**src/rtl/inst_fetch_pkg.sv**
```systemverilog
// Shared types and default widths for the instruction fetch unit.
package fetch_pkg;

  localparam int unsigned ADDR_W = 10;  // instruction address width
  localparam int unsigned OFF_W  = 8;   // signed relative branch offset width
  localparam int unsigned CNT_W  = 16;  // advanced-instruction counter width

  typedef enum logic [1:0] {
    IDLE = 2'd0,
    RUN  = 2'd1,
    HALT = 2'd2
  } state_e;

endpackage

```
**src/rtl/inst_fetch_if.sv**
```systemverilog
// Control/status bundle between the decode stage and the fetch unit.
// slave : fetch unit (consumes Start/StartAddr/Stall/branches/Halt,
//         produces ProgCtr/FetchValid/Ack/InstCount)
// master: decode/controller side (the mirror image)
interface inst_fetch_if
  import fetch_pkg::*;
#(
  parameter int unsigned A  = ADDR_W,
  parameter int unsigned OW = OFF_W
) ();

  logic             Start;
  logic [A-1:0]     StartAddr;
  logic             Stall;
  logic             BranchAbs;
  logic [A-1:0]     Target;
  logic             BranchRel;
  logic [OW-1:0]    Offset;
  logic             Halt;
  logic [A-1:0]     ProgCtr;
  logic             FetchValid;
  logic             Ack;
  logic [CNT_W-1:0] InstCount;

  modport slave (
    input  Start, StartAddr, Stall, BranchAbs, Target, BranchRel, Offset, Halt,
    output ProgCtr, FetchValid, Ack, InstCount
  );

  modport master (
    output Start, StartAddr, Stall, BranchAbs, Target, BranchRel, Offset, Halt,
    input  ProgCtr, FetchValid, Ack, InstCount
  );

endinterface

```
**src/rtl/inst_fetch_pc_next.sv**
```systemverilog
// Combinational next-PC selection for the RUN state.
// Priority: Stall (hold) > BranchAbs (Target) > BranchRel (PC+sext(Offset)) > PC+1.
// All arithmetic wraps modulo 2**A.
// Ports: ProgCtr_i, Stall_i, BranchAbs_i, Target_i, BranchRel_i, Offset_i -> next_pc_c_o
module pc_next
  import fetch_pkg::*;
#(
  parameter int unsigned A  = ADDR_W,
  parameter int unsigned OW = OFF_W
) (
  input  logic [A-1:0]  ProgCtr_i,
  input  logic          Stall_i,
  input  logic          BranchAbs_i,
  input  logic [A-1:0]  Target_i,
  input  logic          BranchRel_i,
  input  logic [OW-1:0] Offset_i,
  output logic [A-1:0]  next_pc_c_o
);

  logic [A-1:0] offset_sext;

  // Signed cast so the width extension replicates the sign bit
  assign offset_sext = A'($signed(Offset_i));

  always_comb begin
    next_pc_c_o = ProgCtr_i + A'(1);
    if (Stall_i) begin
      next_pc_c_o = ProgCtr_i;
    end else if (BranchAbs_i) begin
      next_pc_c_o = Target_i;
    end else if (BranchRel_i) begin
      next_pc_c_o = ProgCtr_i + offset_sext;
    end
  end

endmodule

```
**src/rtl/inst_fetch.sv**
```systemverilog
// Instruction fetch sequencer: IDLE/RUN/HALT state machine owning the program
// counter, program-complete flag and advanced-instruction counter.
// Ports: Clk, Reset_n (async active-low), bus (inst_fetch_if.slave):
//   Start/StartAddr launch a program from IDLE or HALT, Stall/BranchAbs/
//   BranchRel/Halt steer the PC in RUN, ProgCtr/FetchValid/Ack/InstCount
//   are all registered.
module inst_fetch
  import fetch_pkg::*;
#(
  parameter int unsigned A  = ADDR_W,
  parameter int unsigned OW = OFF_W
) (
  input  logic          Clk,
  input  logic          Reset_n,
  inst_fetch_if.slave   bus
);

  state_e           state_q, state_d;
  logic [A-1:0]     pc_q, pc_d;
  logic [CNT_W-1:0] cnt_q, cnt_d;
  logic             ack_q, ack_d;
  logic             fv_q, fv_d;
  logic [A-1:0]     pc_run_c;

  pc_next #(.A(A), .OW(OW)) u_pc_next (
    .ProgCtr_i   (pc_q),
    .Stall_i     (bus.Stall),
    .BranchAbs_i (bus.BranchAbs),
    .Target_i    (bus.Target),
    .BranchRel_i (bus.BranchRel),
    .Offset_i    (bus.Offset),
    .next_pc_c_o (pc_run_c)
  );

  // State and datapath registers
  always_ff @(posedge Clk or negedge Reset_n) begin
    if (!Reset_n) begin
      state_q <= IDLE;
      pc_q    <= '0;
      cnt_q   <= '0;
      ack_q   <= 1'b0;
      fv_q    <= 1'b0;
    end else begin
      state_q <= state_d;
      pc_q    <= pc_d;
      cnt_q   <= cnt_d;
      ack_q   <= ack_d;
      fv_q    <= fv_d;
    end
  end

  // Next-state and next-output decode
  always_comb begin
    state_d = state_q;
    pc_d    = pc_q;
    cnt_d   = cnt_q;
    unique case (state_q)
      IDLE, HALT: begin
        if (bus.Start) begin
          state_d = RUN;
          pc_d    = bus.StartAddr;
          cnt_d   = '0;
        end
      end
      RUN: begin
        // Halt wins over everything, including Stall; Start is ignored here
        if (bus.Halt) begin
          state_d = HALT;
        end else begin
          pc_d = pc_run_c;
          if (!bus.Stall && (cnt_q != '1)) begin
            cnt_d = cnt_q + CNT_W'(1);
          end
        end
      end
      default: begin
        state_d = IDLE;
      end
    endcase
    // Flags are decoded from the upcoming state so they register alongside it
    fv_d  = (state_d == RUN);
    ack_d = (state_d == HALT);
  end

  assign bus.ProgCtr    = pc_q;
  assign bus.FetchValid = fv_q;
  assign bus.Ack        = ack_q;
  assign bus.InstCount  = cnt_q;

endmodule

```
**src/flat_wrapper.sv**
```systemverilog
// flat-port wrapper written by rule: the top's interface ports become plain ports
module inst_fetch_flat import fetch_pkg::*;
#(
  parameter int unsigned A  = ADDR_W,
  parameter int unsigned OW = OFF_W
)
  (Clk, Reset_n, bus_Start, bus_StartAddr, bus_Stall, bus_BranchAbs, bus_Target, bus_BranchRel, bus_Offset, bus_Halt, bus_ProgCtr, bus_FetchValid, bus_Ack, bus_InstCount);
  inst_fetch_if #(.A(A), .OW(OW)) bus_i ();
  input  logic Clk;
  input  logic Reset_n;
  input wire logic [$bits(bus_i.Start)-1:0] bus_Start;
  input wire logic [$bits(bus_i.StartAddr)-1:0] bus_StartAddr;
  input wire logic [$bits(bus_i.Stall)-1:0] bus_Stall;
  input wire logic [$bits(bus_i.BranchAbs)-1:0] bus_BranchAbs;
  input wire logic [$bits(bus_i.Target)-1:0] bus_Target;
  input wire logic [$bits(bus_i.BranchRel)-1:0] bus_BranchRel;
  input wire logic [$bits(bus_i.Offset)-1:0] bus_Offset;
  input wire logic [$bits(bus_i.Halt)-1:0] bus_Halt;
  output wire logic [$bits(bus_i.ProgCtr)-1:0] bus_ProgCtr;
  output wire logic [$bits(bus_i.FetchValid)-1:0] bus_FetchValid;
  output wire logic [$bits(bus_i.Ack)-1:0] bus_Ack;
  output wire logic [$bits(bus_i.InstCount)-1:0] bus_InstCount;
  assign bus_i.Start = bus_Start;
  assign bus_i.StartAddr = bus_StartAddr;
  assign bus_i.Stall = bus_Stall;
  assign bus_i.BranchAbs = bus_BranchAbs;
  assign bus_i.Target = bus_Target;
  assign bus_i.BranchRel = bus_BranchRel;
  assign bus_i.Offset = bus_Offset;
  assign bus_i.Halt = bus_Halt;
  assign bus_ProgCtr = bus_i.ProgCtr;
  assign bus_FetchValid = bus_i.FetchValid;
  assign bus_Ack = bus_i.Ack;
  assign bus_InstCount = bus_i.InstCount;
  inst_fetch #(.A(A), .OW(OW)) u_core (.Clk(Clk), .Reset_n(Reset_n), .bus(bus_i));
endmodule
```
**config.mk**
```make
export PLATFORM = sky130hd
export DESIGN_NAME = inst_fetch_flat
export DESIGN_NICKNAME = d
export VERILOG_FILES = /design/src/rtl/inst_fetch_pkg.sv /design/src/rtl/inst_fetch_if.sv /design/src/rtl/inst_fetch_pc_next.sv /design/src/rtl/inst_fetch.sv /design/src/flat_wrapper.sv
export SDC_FILE = /design/constraint.sdc
export NUM_CORES = 1
export LEC_CHECK = 0
export CAP_MARGIN = 20
export CORE_ASPECT_RATIO = 1.75
export CORE_MARGIN = 2
export CORE_UTILIZATION = 50
export DETAILED_ROUTE_END_ITERATION = 7
export PLACE_DENSITY_LB_ADDON = 0.15
export SKIP_LAST_GASP = 1
export SLEW_MARGIN = 40
export SYNTH_ARGS = -nofsm -noshare
export SYNTH_HDL_FRONTEND = slang
export SYNTH_SLANG_ARGS = --single-unit
```
**constraint.sdc**
```tcl
create_clock -name Clk -period 3.28 [get_ports Clk]
set_input_delay 0.984 -clock Clk [delete_from_list [all_inputs] [get_ports Clk]]
set_output_delay 0.984 -clock Clk [all_outputs]
set_load 0.05 [all_outputs]
```
==> results_dict.tcl <==
set metrics [dict create \
    period_share_pct 91.8 \
    power.leakage_uw 0.00122 \
    clk_pin_slew_ns 0.07 \
    cp_cell_sequence "clkdlybuf4s50_1 > and2_1 > ha_1 > a211oi_1 > buf_4 > o21ai_0 > a2111oi_0 > a31o_2 > nor3_1" \
    synth_edf_count 0 \
    vias_per_cell 5.93 \
    cp.required_ns 3.44 \
    cts_made_buffers 5 \
    final_hold_viol_count 0 \
    cts_buffer_depth 2 \
    coreArea_um2 3900 \
    final_nets 350 \
    crit_type "in -> reg" \
    final_common_cell "clkdlybuf4s50_1" \
    area_growth_pct 41.5 \
    htree_levels 2 \
    async_flop_share_pct 100 \
    antenna_found_initial 0 \
    dr.pass1.iters 4 \
    drc 0 \
    worst_pin_slew_ns 0.852 \
    register_area_um2 751 \
    cp-end-kind "flop" \
    yosysSeqAreaShare_pct 36.7 \
    yosysWarnings 0 \
    layout-drive-gt1-share_pct 9.84 \
    grt_usage_pct 26.2 \
    slowest_stage "clkdlybuf4s50_1" \
    status "finished, final reports clean" \
    row_count 30 \
    drt_iter0_drc 27 \
    portBuffers 62 \
    postPlaceCellArea_um2 2800 \
    slew_violations 0 \
    power_density_nw_per_um2 578 \
    max_slew_margin_pct 43.0 \
    tns_ns 0 \
    start_kind "input port" \
    ir_drop_mv 0.446 \
    postRouteWirelength_um 5590 \
    syn_avg_cell_area_um2 8.92 \
    grt_pass1_vias 2053 \
    layout_common_cells "62 x clkdlybuf4s50_1, 30 x dfrtp_1, 22 x nor2_1, 17 x nand2_1, 16 x o21ai_0" \
    antennaDiodeCount 0 \
    synth_flop_cell "dfrtp_1" \
    cts_setup_buffers 0 \
    critPathArrivalTime_ns 3.18 \
    clockRootBuffer "clkbuf_8" \
    dp_hpwl_um 4240 \
    final_antenna_net_count 0 \
    syn-num-nets 275 \
    hold_path_depth 2 \
    fillers 314 \
    maxCapViolCount 0 \
    clk-insertion-delay-late_ns 0.28 \
    io_pins 63 \
    die_area_um2 4630 \
    critPathMaxFanout 5 \
    ys_seq_elements 30 \
    cts_hold_buf 0 \
    initial_core_util_pct 52.3 \
    synthCells 229 \
    setup_violations 0 \
    mappedNetlistArea_um2 2040 \
    die_w_um 52.3 \
    fmax_ghz 0.332 \
    multi_input_area_um2 1230 \
    max_stage_delay_ns 0.54 \
    cts_sinks 30 \
    period_needed_ns 3.01 \
    grt_pass1_wl_um 9050 \
    skew_ns 0.0103 \
    wl_per_cell_um 15.8 \
    r2r_cells 5 \
    cts_resized 0 \
    num_vias 2094 \
    grt_max_degree 31 \
    overflow 0 \
    hp-class "reg -> reg" \
    gp_congestion 0.943 \
    cts_tree "done" \
    rsz0062_at_grt "false" \
    postLayoutCellArea_um2 2890 \
    synth_cell_types 55 \
    die_y_um 88.6 \
]
## routing by layer
metal / routed length (µm) / part of all wire (%) / global-route usage, %
met4: 187 / 3.3 / 11.9
met5: 0 / 0 / 0
met2: 3110 / 56 / 49.5
met3: 214 / 3.8 / 3.55
met1: 2080 / 37 / 27.4
## power by group
group | switching [µW] | internal (µW) | total [µW]
clock network | 144 | 168 | 312
logic | 508 | 346 | 854
registers | 70.2 | 435 | 505
total | 722 | 949 | 1670
## registers in the layout, indices dropped and copies added (netlist names)
signal / count
u_core.bus.ProgCtr: 10
u_core.bus.FetchValid: 1
u_core.bus.InstCount: 16
u_core.state_q: 2
u_core.bus.Ack: 1
## Yosys cell counts (4+ instances only)
cell type / number / area [µm²]
o21a_1: 4 / 30.0
a21oi_1: 12 / 60.1
nand2_1: 17 / 63.8
o211ai_1: 4 / 30.0
nand3_1: 9 / 45.0
ha_1: 10 / 125
dfrtp_1: 30 / 751
nand2b_1: 4 / 25.0
and2_1: 10 / 62.6
nor3_1: 7 / 35.0
clkbuf_1: 8 / 30.0
nor2_1: 22 / 82.6
inv_1: 5 / 18.8
o21ai_0: 16 / 80.1
xnor2_1: 6 / 52.6
nor3b_1: 5 / 37.5
a211oi_1: 4 / 30.0
## worst paths after layout
| kind | from | end | slack, ns |
|---|---|---|---|
| setup reg to reg | u_core.state_q[0]$_DFF_PN0_ | u_core.bus.InstCount[11]$_DFFE_PN0P_ | 1.15 |
| max in group asynchronous | Reset_n | u_core.bus.InstCount[1]$_DFFE_PN0P_ | 1.89 |
| min in group asynchronous | Reset_n | u_core.bus.InstCount[4]$_DFFE_PN0P_ | 1.10 |
| hold / removal | u_core.bus.ProgCtr[3]$_DFFE_PN0P_ | u_core.bus.ProgCtr[3]$_DFFE_PN0P_ | 0.53 |
| hold reg to reg | u_core.bus.ProgCtr[3]$_DFFE_PN0P_ | u_core.bus.ProgCtr[3]$_DFFE_PN0P_ | 0.53 |
| setup / recovery | bus_BranchRel | u_core.bus.ProgCtr[7]$_DFFE_PN0P_ | 0.27 |
## cells by family (layout without fill, tap and decap cells)
kind of cell / Yosys count / count (layout) / synth area share [%]
and+or+nand+nor: 93 / 93 / 24.4
AOI/OAI and AO/OA: 68 / 68 / 22.9
DFF: 30 / 30 / 36.7
buffers and inverters: 14 / 90 / 2.94
adders and majority gates: 11 / 11 / 7.10
xor gates and xnor gates: 9 / 9 / 3.86
muxes: 4 / 4 / 2.02
## per-stage QoR
stage	total power, µW	worst slack [ns]	instances	hold slack [ns]	utilization (%)
floorplan	1060	0.665	229	0.539	-
global placement	1340	0.0653	345	0.502	71.6
detailed placement	1360	0.000339	345	0.507	71.6
CTS	1670	0.297	353	0.523	74.0
global route	1760	0.0898	353	0.547	74.0
finish	1670	0.268	353	0.526	74.0
## critical path: cells and delay by family
family | cells | cell delay [ns]
adders and majority gates | 1 | 0.23
and+or+nand+nor | 2 | 0.21
AOI/OAI and AO/OA | 4 | 1.04
buffers and inverters | 2 | 0.71
## cell type report
| class | instances | area share (%) |
|---|---|---|
| clock inverter | 2 | 0.433 |
| inverter | 5 | 0.649 |
| tap | 48 | 2.08 |
| clock buffer | 6 | 2.86 |
| sequential | 30 | 26.0 |
| multi-input combinational | 185 | 42.6 |
| timing repair buffer | 77 | 25.4 |
No activity file was read; power rests on OpenSTA's default activity.
